===== config.mk =====
export PLATFORM = sky130hd
export DESIGN_NAME = spi_slave_core
export DESIGN_NICKNAME = d
export VERILOG_FILES = /design/src/rtl/spi_slave_core.sv
export SDC_FILE = /design/constraint.sdc
export NUM_CORES = 1
export LEC_CHECK = 0
export ABC_AREA = 0
export BUFFER_PORTS_ARGS = -buffer_cell sky130_fd_sc_hd__buf_2
export CELL_PAD_IN_SITES_DETAIL_PLACEMENT = 1
export CELL_PAD_IN_SITES_GLOBAL_PLACEMENT = 1
export CORE_UTILIZATION = 42
export DETAILED_ROUTE_END_ITERATION = 12
export GPL_ROUTABILITY_DRIVEN = 0
export PLACE_DENSITY_LB_ADDON = 0.1
export SYNTH_ARGS = -nofsm -noshare
export SYNTH_HDL_FRONTEND = slang
export SYNTH_SLANG_ARGS = --single-unit

===== constraint.sdc =====
create_clock -name clk -period 2 [get_ports clk]
set_clock_uncertainty 0.2 [all_clocks]
set_input_delay 0.1 -clock clk [delete_from_list [all_inputs] [get_ports clk]]
set_output_delay 0.1 -clock clk [all_outputs]
set_load 0.03 [all_outputs]

===== src/rtl/spi_slave_core.sv =====
// System-clock SPI slave: sck/cs_n/mosi are synchronised into clk, all four CPOL/CPHA modes,
// one-entry TX buffer with valid/ready, single-cycle RX strobe.
module spi_slave_core #(
    parameter int unsigned DATA_WIDTH  = 8,
    parameter int unsigned SYNC_STAGES = 2,
    parameter bit          LSB_FIRST   = 1'b0
) (
    input  logic                  clk,
    input  logic                  rst,
    input  logic [1:0]            mode,
    input  logic [DATA_WIDTH-1:0] tx_data,
    input  logic                  tx_valid,
    output logic                  tx_ready,
    output logic [DATA_WIDTH-1:0] rx_data,
    output logic                  rx_valid,
    output logic                  tx_underrun,
    output logic                  frame_active,
    input  logic                  sck,
    input  logic                  cs_n,
    input  logic                  mosi,
    output logic                  miso,
    output logic                  miso_oe
);

    localparam int unsigned CNT_W  = $clog2(DATA_WIDTH + 1);
    localparam int unsigned FILL_W = $clog2(SYNC_STAGES + 1);

    typedef enum logic [0:0] {
        IDLE  = 1'b0,
        SHIFT = 1'b1
    } state_t;

    state_t                  state_q;
    state_t                  state_d;
    logic                    start;
    logic                    stop;

    logic [SYNC_STAGES-1:0]  sck_sync;
    logic [SYNC_STAGES-1:0]  cs_sync;
    logic [SYNC_STAGES-1:0]  mosi_sync;
    logic                    sck_d;
    logic                    cs_d;
    logic                    sck_s;
    logic                    cs_s;
    logic                    mosi_s;

    logic [FILL_W-1:0]       fill;
    logic                    armed_q;

    logic [1:0]              mode_q;
    logic                    preload_q;
    logic [CNT_W-1:0]        bit_cnt;
    logic [DATA_WIDTH-1:0]   rx_shift;
    logic [DATA_WIDTH-1:0]   rx_word;
    logic [DATA_WIDTH-1:0]   tx_buf;
    logic [DATA_WIDTH-1:0]   tx_shift;

    logic                    sck_rise;
    logic                    sck_fall;
    logic                    lead_edge;
    logic                    trail_edge;
    logic                    in_shift;
    logic                    sample_edge;
    logic                    drive_edge;
    logic                    word_done;
    logic                    boundary;
    logic                    cpha1_present;
    logic                    tx_load;
    logic                    tx_shift_en;

    // Input synchronisers plus one-cycle-delayed copies for edge detection
    always_ff @(posedge clk) begin
        if (rst) begin
            sck_sync  <= '0;
            cs_sync   <= '1;
            mosi_sync <= '0;
            sck_d     <= 1'b0;
            cs_d      <= 1'b1;
        end else begin
            sck_sync  <= {sck_sync[SYNC_STAGES-2:0], sck};
            cs_sync   <= {cs_sync[SYNC_STAGES-2:0], cs_n};
            mosi_sync <= {mosi_sync[SYNC_STAGES-2:0], mosi};
            sck_d     <= sck_sync[SYNC_STAGES-1];
            cs_d      <= cs_sync[SYNC_STAGES-1];
        end
    end

    assign sck_s  = sck_sync[SYNC_STAGES-1];
    assign cs_s   = cs_sync[SYNC_STAGES-1];
    assign mosi_s = mosi_sync[SYNC_STAGES-1];

    // Arm only once a real (post-reset) cs_n high has reached the last stage, so a live frame is never joined
    always_ff @(posedge clk) begin
        if (rst) begin
            fill    <= '0;
            armed_q <= 1'b0;
        end else if (fill != FILL_W'(SYNC_STAGES)) begin
            fill <= fill + FILL_W'(1);
        end else if (cs_s) begin
            armed_q <= 1'b1;
        end
    end

    always_ff @(posedge clk) begin
        if (rst) begin
            state_q <= IDLE;
        end else begin
            state_q <= state_d;
        end
    end

    always_comb begin
        state_d = state_q;
        start   = 1'b0;
        stop    = 1'b0;
        case (state_q)
            IDLE: begin
                if (armed_q && cs_d && !cs_s) begin
                    state_d = SHIFT;
                    start   = 1'b1;
                end
            end
            SHIFT: begin
                if (cs_s && !cs_d) begin
                    state_d = IDLE;
                    stop    = 1'b1;
                end
            end
            default: state_d = IDLE;
        endcase
    end

    assign sck_rise    = sck_s && !sck_d;
    assign sck_fall    = !sck_s && sck_d;
    assign lead_edge   = mode_q[1] ? sck_fall : sck_rise;
    assign trail_edge  = mode_q[1] ? sck_rise : sck_fall;
    assign in_shift    = (state_q == SHIFT) && !stop;
    assign sample_edge = in_shift && (mode_q[0] ? trail_edge : lead_edge);
    assign drive_edge  = in_shift && (mode_q[0] ? lead_edge : trail_edge);

    assign word_done     = (bit_cnt == CNT_W'(DATA_WIDTH));
    assign boundary      = word_done || (bit_cnt == '0);
    // CPHA=1: the first drive edge of the frame only presents the word loaded at frame start
    assign cpha1_present = drive_edge && mode_q[0] && preload_q && boundary;
    assign tx_load       = start || (drive_edge && boundary && !cpha1_present);
    assign tx_shift_en   = drive_edge && !boundary;

    always_comb begin
        rx_word = rx_shift;
        if (LSB_FIRST) begin
            for (int i = 0; i < int'(DATA_WIDTH); i++) begin
                rx_word[i] = rx_shift[DATA_WIDTH-1-i];
            end
        end
    end

    always_ff @(posedge clk) begin
        if (rst) begin
            mode_q       <= '0;
            preload_q    <= 1'b0;
            bit_cnt      <= '0;
            rx_shift     <= '0;
            rx_data      <= '0;
            rx_valid     <= 1'b0;
            tx_buf       <= '0;
            tx_ready     <= 1'b1;
            tx_shift     <= '0;
            tx_underrun  <= 1'b0;
            frame_active <= 1'b0;
            miso_oe      <= 1'b0;
        end else begin
            rx_valid     <= 1'b0;
            tx_underrun  <= 1'b0;
            frame_active <= (state_d == SHIFT);
            miso_oe      <= (state_d == SHIFT);

            if (start) begin
                mode_q    <= mode;
                preload_q <= 1'b1;
            end else if (cpha1_present) begin
                preload_q <= 1'b0;
            end

            if (sample_edge) begin
                rx_shift <= {rx_shift[DATA_WIDTH-2:0], mosi_s};
            end
            if (start || stop) begin
                bit_cnt <= '0;
            end else if (sample_edge) begin
                bit_cnt <= word_done ? CNT_W'(1) : bit_cnt + CNT_W'(1);
            end else if (word_done) begin
                bit_cnt <= '0;
            end
            if (word_done) begin
                rx_data  <= rx_word;
                rx_valid <= 1'b1;
            end

            // Handshake only when empty, so it never collides with a load of a full buffer
            if (tx_valid && tx_ready) begin
                tx_buf   <= tx_data;
                tx_ready <= 1'b0;
            end else if (tx_load) begin
                tx_ready <= 1'b1;
            end

            if (stop) begin
                tx_shift <= '0;
            end else if (tx_load) begin
                if (!tx_ready) begin
                    tx_shift <= tx_buf;
                end else begin
                    tx_shift    <= '0;
                    tx_underrun <= 1'b1;
                end
            end else if (tx_shift_en) begin
                if (LSB_FIRST) begin
                    tx_shift <= {1'b0, tx_shift[DATA_WIDTH-1:1]};
                end else begin
                    tx_shift <= {tx_shift[DATA_WIDTH-2:0], 1'b0};
                end
            end
        end
    end

    // tx_shift is cleared whenever the frame is inactive, so miso is low with miso_oe
    assign miso = LSB_FIRST ? tx_shift[0] : tx_shift[DATA_WIDTH-1];

endmodule


Yosys cells after proc, flatten, opt, wreduce, memory -nomap -nowiden
Index checks and enable logic that the tools add are counted.
- add/subtract/negate cells: 2
- equality and inequality tests: 2
- mux-type cells: 22
- bitwise operators: 3
- reductions and logical operators: 34
- operators by type and width (cell ; count):
    2-to-1 mux 8 bit ; 3
    logical AND 1 bit ; 15
    2-to-1 mux 1 bit ; 15
    2-to-1 mux 4 bit ; 3
    nonzero test 2 bit ; 4
    logical NOT 1 bit ; 7
    adder 4 x 1 -> 4 bit, second input constant ; 1
    == test 4 bit, second input constant ; 1
    logical NOT 4 bit ; 1
    OR reduction 2 bit ; 2
    logical OR 1 bit ; 3
    inverter 1 bit ; 3
    OR reduction 3 bit ; 1
    adder 2 x 1 -> 2 bit, second input constant ; 1
    inequality test 2 bit, second input constant ; 1
    case mux 1 bit (2 select lines) ; 1
    AND reduction 2 bit ; 1
- flip-flop bits (word level): 54
- input bits: 16
- output and inout port bits: 14
- word-level logic and storage cells: 81

Logic depth before layout (Yosys ltp)
- depth after elaboration: 15
- gate-level depth with buffers: 7
- mapped depth without buffers: 6

Worst setup path after synthesis
OpenSTA, ideal clock, no wires.
- path type: register to register
- start: register, netlist name miso_oe
- end: register tx_shift[1]
- library setup time: 0.092 ns
- arrival time: 1.599 ns
- required time: 1.708 ns
- slack: 0.108 ns
- stages on the path, launching flop included: 6
- buffers on the path: 1
- clock period less this slack: 1.892 ns
- cells stage by stage: dfxtp_1 -> buf_2 -> inv_1 -> nor3_1 -> a21oi_1 -> o32ai_1
- RTL lines (item ; line ; RTL):
    to (signal assigned) ; 211 ; tx_shift <= tx_buf;
    to (signal assigned) ; 218 ; tx_shift <= {1'b0, tx_shift[DATA_WIDTH-1:1]};
    to (signal assigned) ; 220 ; tx_shift <= {tx_shift[DATA_WIDTH-2:0], 1'b0};
    to (decl) ; 56 ; logic [DATA_WIDTH-1:0] tx_shift;

Worst setup path in the final report
- start: register bit_cnt[0]
- end: register tx_shift[5]
- longest elaborated chain between the ends: 7
- elaborated cells on any way between the ends: 12
- classes of those cells: eq/ne: 1; mux: 1; reduce/logical: 10
- ends and longest elaborated chain (item ; line ; RTL):
    from (decl) ; 52 ; logic [CNT_W-1:0] bit_cnt;
    from (signal assigned) ; 190 ; bit_cnt <= word_done ? CNT_W'(1) : bit_cnt + CNT_W'(1);
    == test 4 bit / logical NOT 4 bit (equally long branches) ; 141, 142 ;
    logical OR 1 bit * ; 142 ; assign boundary = word_done || (bit_cnt == '0);
    logical AND 1 bit ; 144 ; assign cpha1_present = drive_edge && mode_q[0] && preload_q && boundary;
    logical NOT 1 bit ; 145 ; assign tx_load = start || (drive_edge && boundary && !cpha1_present);
    logical AND 1 bit ; 145 ;
    logical OR 1 bit ; 145 ;
    2-to-1 mux 8 bit / nonzero test 2 bit (equally long branches) ; n/a ;
Every way passes the cells marked *; elsewhere a longest branch is shown, timed or not.
A chain may end at the register's enable or synchronous reset.

==> flow_summary_export.csv <==
group,metric,value,unit
run_status,outcome,"complete, no violations",
sta,final_hold_viol_count,0,
sta,maxSlewViolCount,0,
cells_and_area,syn2layout_area_growth,21.3,%
floorplanning,std_cell_rows,26,
sta,tightestPinTransition,0.461,ns
floorplanning,core,5140,um2
worst_setup_path,path_class,"flip-flop to flip-flop",
synthesis,synth_edf_count,0,
floorplanning,design.portCount,30,
clocking,htree_levels,2,
flow_run,cap_violations,0,
worst_setup_path,worstPathMaxFanout,7,
synthesis,ys_ff_latch,54,
synthesis,synth_area,2270,um2
floorplanning,dieArea,5700,um2
clocking,numCtsBuffers,5,
synthesis,yosysSeqAreaShare,0.476,
synthesis,synthArstFlopShare,0,
worst_setup_path,reg2reg_from,"bit_cnt[0]",
worst_setup_path,worstPathArrival,1.94,ns
route,ant_nets,0,
global_route,grt_max_degree,28,
clocking,worst_skew_pair.late_latency,0.32,ns
worst_setup_path,reg2regPathDepth,6,
worst_setup_path,critical_path.startpoint_type,"flip-flop",
synthesis,synthCells,268,
sta,fin_crit_sh,0.973,
sta,max_freq,514,MHz
sta,layout_setup_ws,0.0546,ns
route,drt_first_iter_violations,67,
global_route,grt_usage,0.195,
placement,dp_hpwl,3.60,mm
cells_and_area,drive_above_1_share,0.183,
power,leakage,1.05,nW
global_route,first_global_vias,1901,
cells_and_area,n_antenna_cell,0,
global_route,antenna_found_initial,0,
route,vias_per_cell,5.22,
cells_and_area,fillCellCount,632,
power,p_per_area,741,nW/um2
worst_hold_path,holdPathEnd,"fill[1]",
power,peakVddDrop,0.508,mV
clocking,cts.path.max_buffers,2,
global_route,grt_pass1_wl,8.45,mm
synthesis,synth-warning-count,0,
synthesis,synth_top_flop_cell,"dfxtp_1",
sta,slew_headroom,0.692,
placement,port_buffers,29,
sta,finalSetupViolations,0,
floorplanning,die_h,75.5,um
worst_setup_path,r2r_slack,0.05,ns
synthesis,synthDistinctLibCells,37,
worst_setup_path,r2r-end,"tx_shift[5]",
route,first_pass_iters,3,
sta,hold_ws,0.00498,ns
route,drc,0,
clocking,clock_sinks,54,
worst_hold_path,hold_path_class,"input port to flip-flop",
clocking,post_cts_buffers,0,
route,post_drt_wl_per_cell,13.7,um
worst_hold_path,hold_depth,2,
sta,fin_tns_setup,0,ns
worst_hold_path,hp-start,"rst",
clocking,clk_pin_slew,0.11,ns
clocking,root_buffer,"clkbuf_8",
cells_and_area,layout.nets,329,
clocking,cts_tree,"yes",
sta,min_period,1.95,ns
floorplanning,initial_core_util,0.442,
worst_setup_path,required,2.00,ns
synthesis,syn-num-nets,287,
route,totalWireLength,5.23,mm
synthesis,synth.avg_cell_area,8.47,um2
placement,pre_cts_ws,-0.0830,ns
placement,place_inst,360,
cells_and_area,fin_cells,381,
global_route,overflow,0,
floorplanning,die_w,75.5,um
worst_setup_path,cp-end-kind,"flip-flop",
route,vias,1990,
[cells in the mapped netlist, drive strengths merged, types with 3 or more instances]
cell | instances | area share
nand3 | 14 | 0.031
o32ai | 7 | 0.027
nor2b | 9 | 0.025
and3b | 4 | 0.015
ha | 3 | 0.017
buf | 5 | 0.012
o21ai | 9 | 0.020
o31ai | 4 | 0.015
mux2i | 3 | 0.013
clkbuf | 10 | 0.017
nor2 | 11 | 0.018
inv | 12 | 0.020
nor3 | 10 | 0.022
dfxtp | 54 | 0.48
nand2 | 40 | 0.066
o211ai | 4 | 0.013
or2 | 3 | 0.0083
a21oi | 42 | 0.093
nor3b | 3 | 0.0099
[registers in the layout, summed over array words and instances (netlist names), 2 cells and up]
signal / cells
mosi_sync: 2
fill: 2
bit_cnt: 4
sck_sync: 2
rx_shift: 8
tx_shift: 8
cs_sync: 2
rx_data: 8
mode_q: 2
tx_buf: 8
[power by group]
part / leakage [nW] / switching (mW) / internal, mW
clock: 0.0495 / 0.392 / 0.261
combinational: 0.558 / 0.128 / 0.103
sequential: 0.440 / 0.0330 / 1.12
[final cells by class]
type / instances / area [um2] / share of cell area
clock buffer: 5 / 68.8 / 0.0250
clock inverter: 3 / 26.3 / 0.00954
inverter: 12 / 45.0 / 0.0164
multi-input combinational: 187 / 1110 / 0.402
sequential: 54 / 1080 / 0.393
tap: 70 / 87.6 / 0.0318
timing repair buffer: 50 / 335 / 0.122
[critical path: stages (launching register included)]
cell and delay, ns:
dfxtp_2 0.36, inv_1 0.06, ha_1 0.26, nor3b_1 0.17, o2111a_1 0.20, o31ai_4 0.41
o32ai_1 0.15
[metrics by stage]
stage | area [um2] | power, mW | util
2_1_floorplan | 2270 | 1.33 | -
3_3_place_gp | 2500 | 1.38 | 0.486
3_5_place_dp | 2500 | 1.39 | 0.486
4_1_cts | 2740 | 2.07 | 0.533
5_1_grt | 2750 | 2.14 | 0.536
6_report | 2750 | 2.04 | 0.536
[per-layer routing]
layer  vias up  routed length (um)  share of wire  global-route usage
met5         -                   0              0                   0
met4         0                  72          0.014              0.0597
met3         9                 126          0.024              0.0437
met2        29                2560           0.49               0.347
met1       933                2470           0.47               0.235
li1       1019                   -              -                   -
[worst max-delay path by stage]
stage,from,cells past startpoint,endpoint
finish,bit_cnt[0],6,tx_shift[5]
global route,bit_cnt[0],6,tx_shift[5]
CTS,bit_cnt[0],6,tx_shift[5]
detailed placement,bit_cnt[0],6,tx_shift[5]
global placement,bit_cnt[0],6,tx_shift[7]
floorplan,miso_oe,5,tx_shift[1]
[timing repair]
action | 4_1_cts | 5_1_grt
endpoints found under the hold margin | 13 | 0
gates cloned | 0 | 0
pin swaps | 0 | 1
setup endpoints to repair | 7 | 7
gates resized for setup | 2 | 4
hold buffers | 13 | 0
[cell usage in the layout, fill, tap and decap left out, types with 2 or more instances in the layout]
cell and instances:
nor3b_1 3, a21oi_1 42, and3b_1 4, and2_1 2, nand3_1 13, nand2_1 40
ha_1 3, nor3_1 10, mux2i_1 3, o32ai_1 7, nor2_1 11, nor2b_1 9
or2_2 3, nand2b_1 2, dfxtp_2 2, inv_6 3, buf_4 8, o2111ai_1 2
o31ai_1 3, o211ai_1 4, o2111a_1 2, dfxtp_1 52, dlygate4sd3_1 13, clkbuf_8 5
buf_2 29, inv_1 12, mux2_2 2, o21ai_0 9
[cells by family (layout without fill, tap and decap cells)]
logic type,after synthesis,in the layout,synth area share
buffers and inverters,27,70,0.0485
AND/OR/NAND/NOR,105,105,0.232
XOR/XNOR,3,3,0.0149
multiplexers,5,5,0.0232
adder cells (fa/ha/maj),3,3,0.0165
AO/OA/AOI/OAI,71,71,0.189
flip-flops,54,54,0.476
Power figures use the tool's default switching activity.
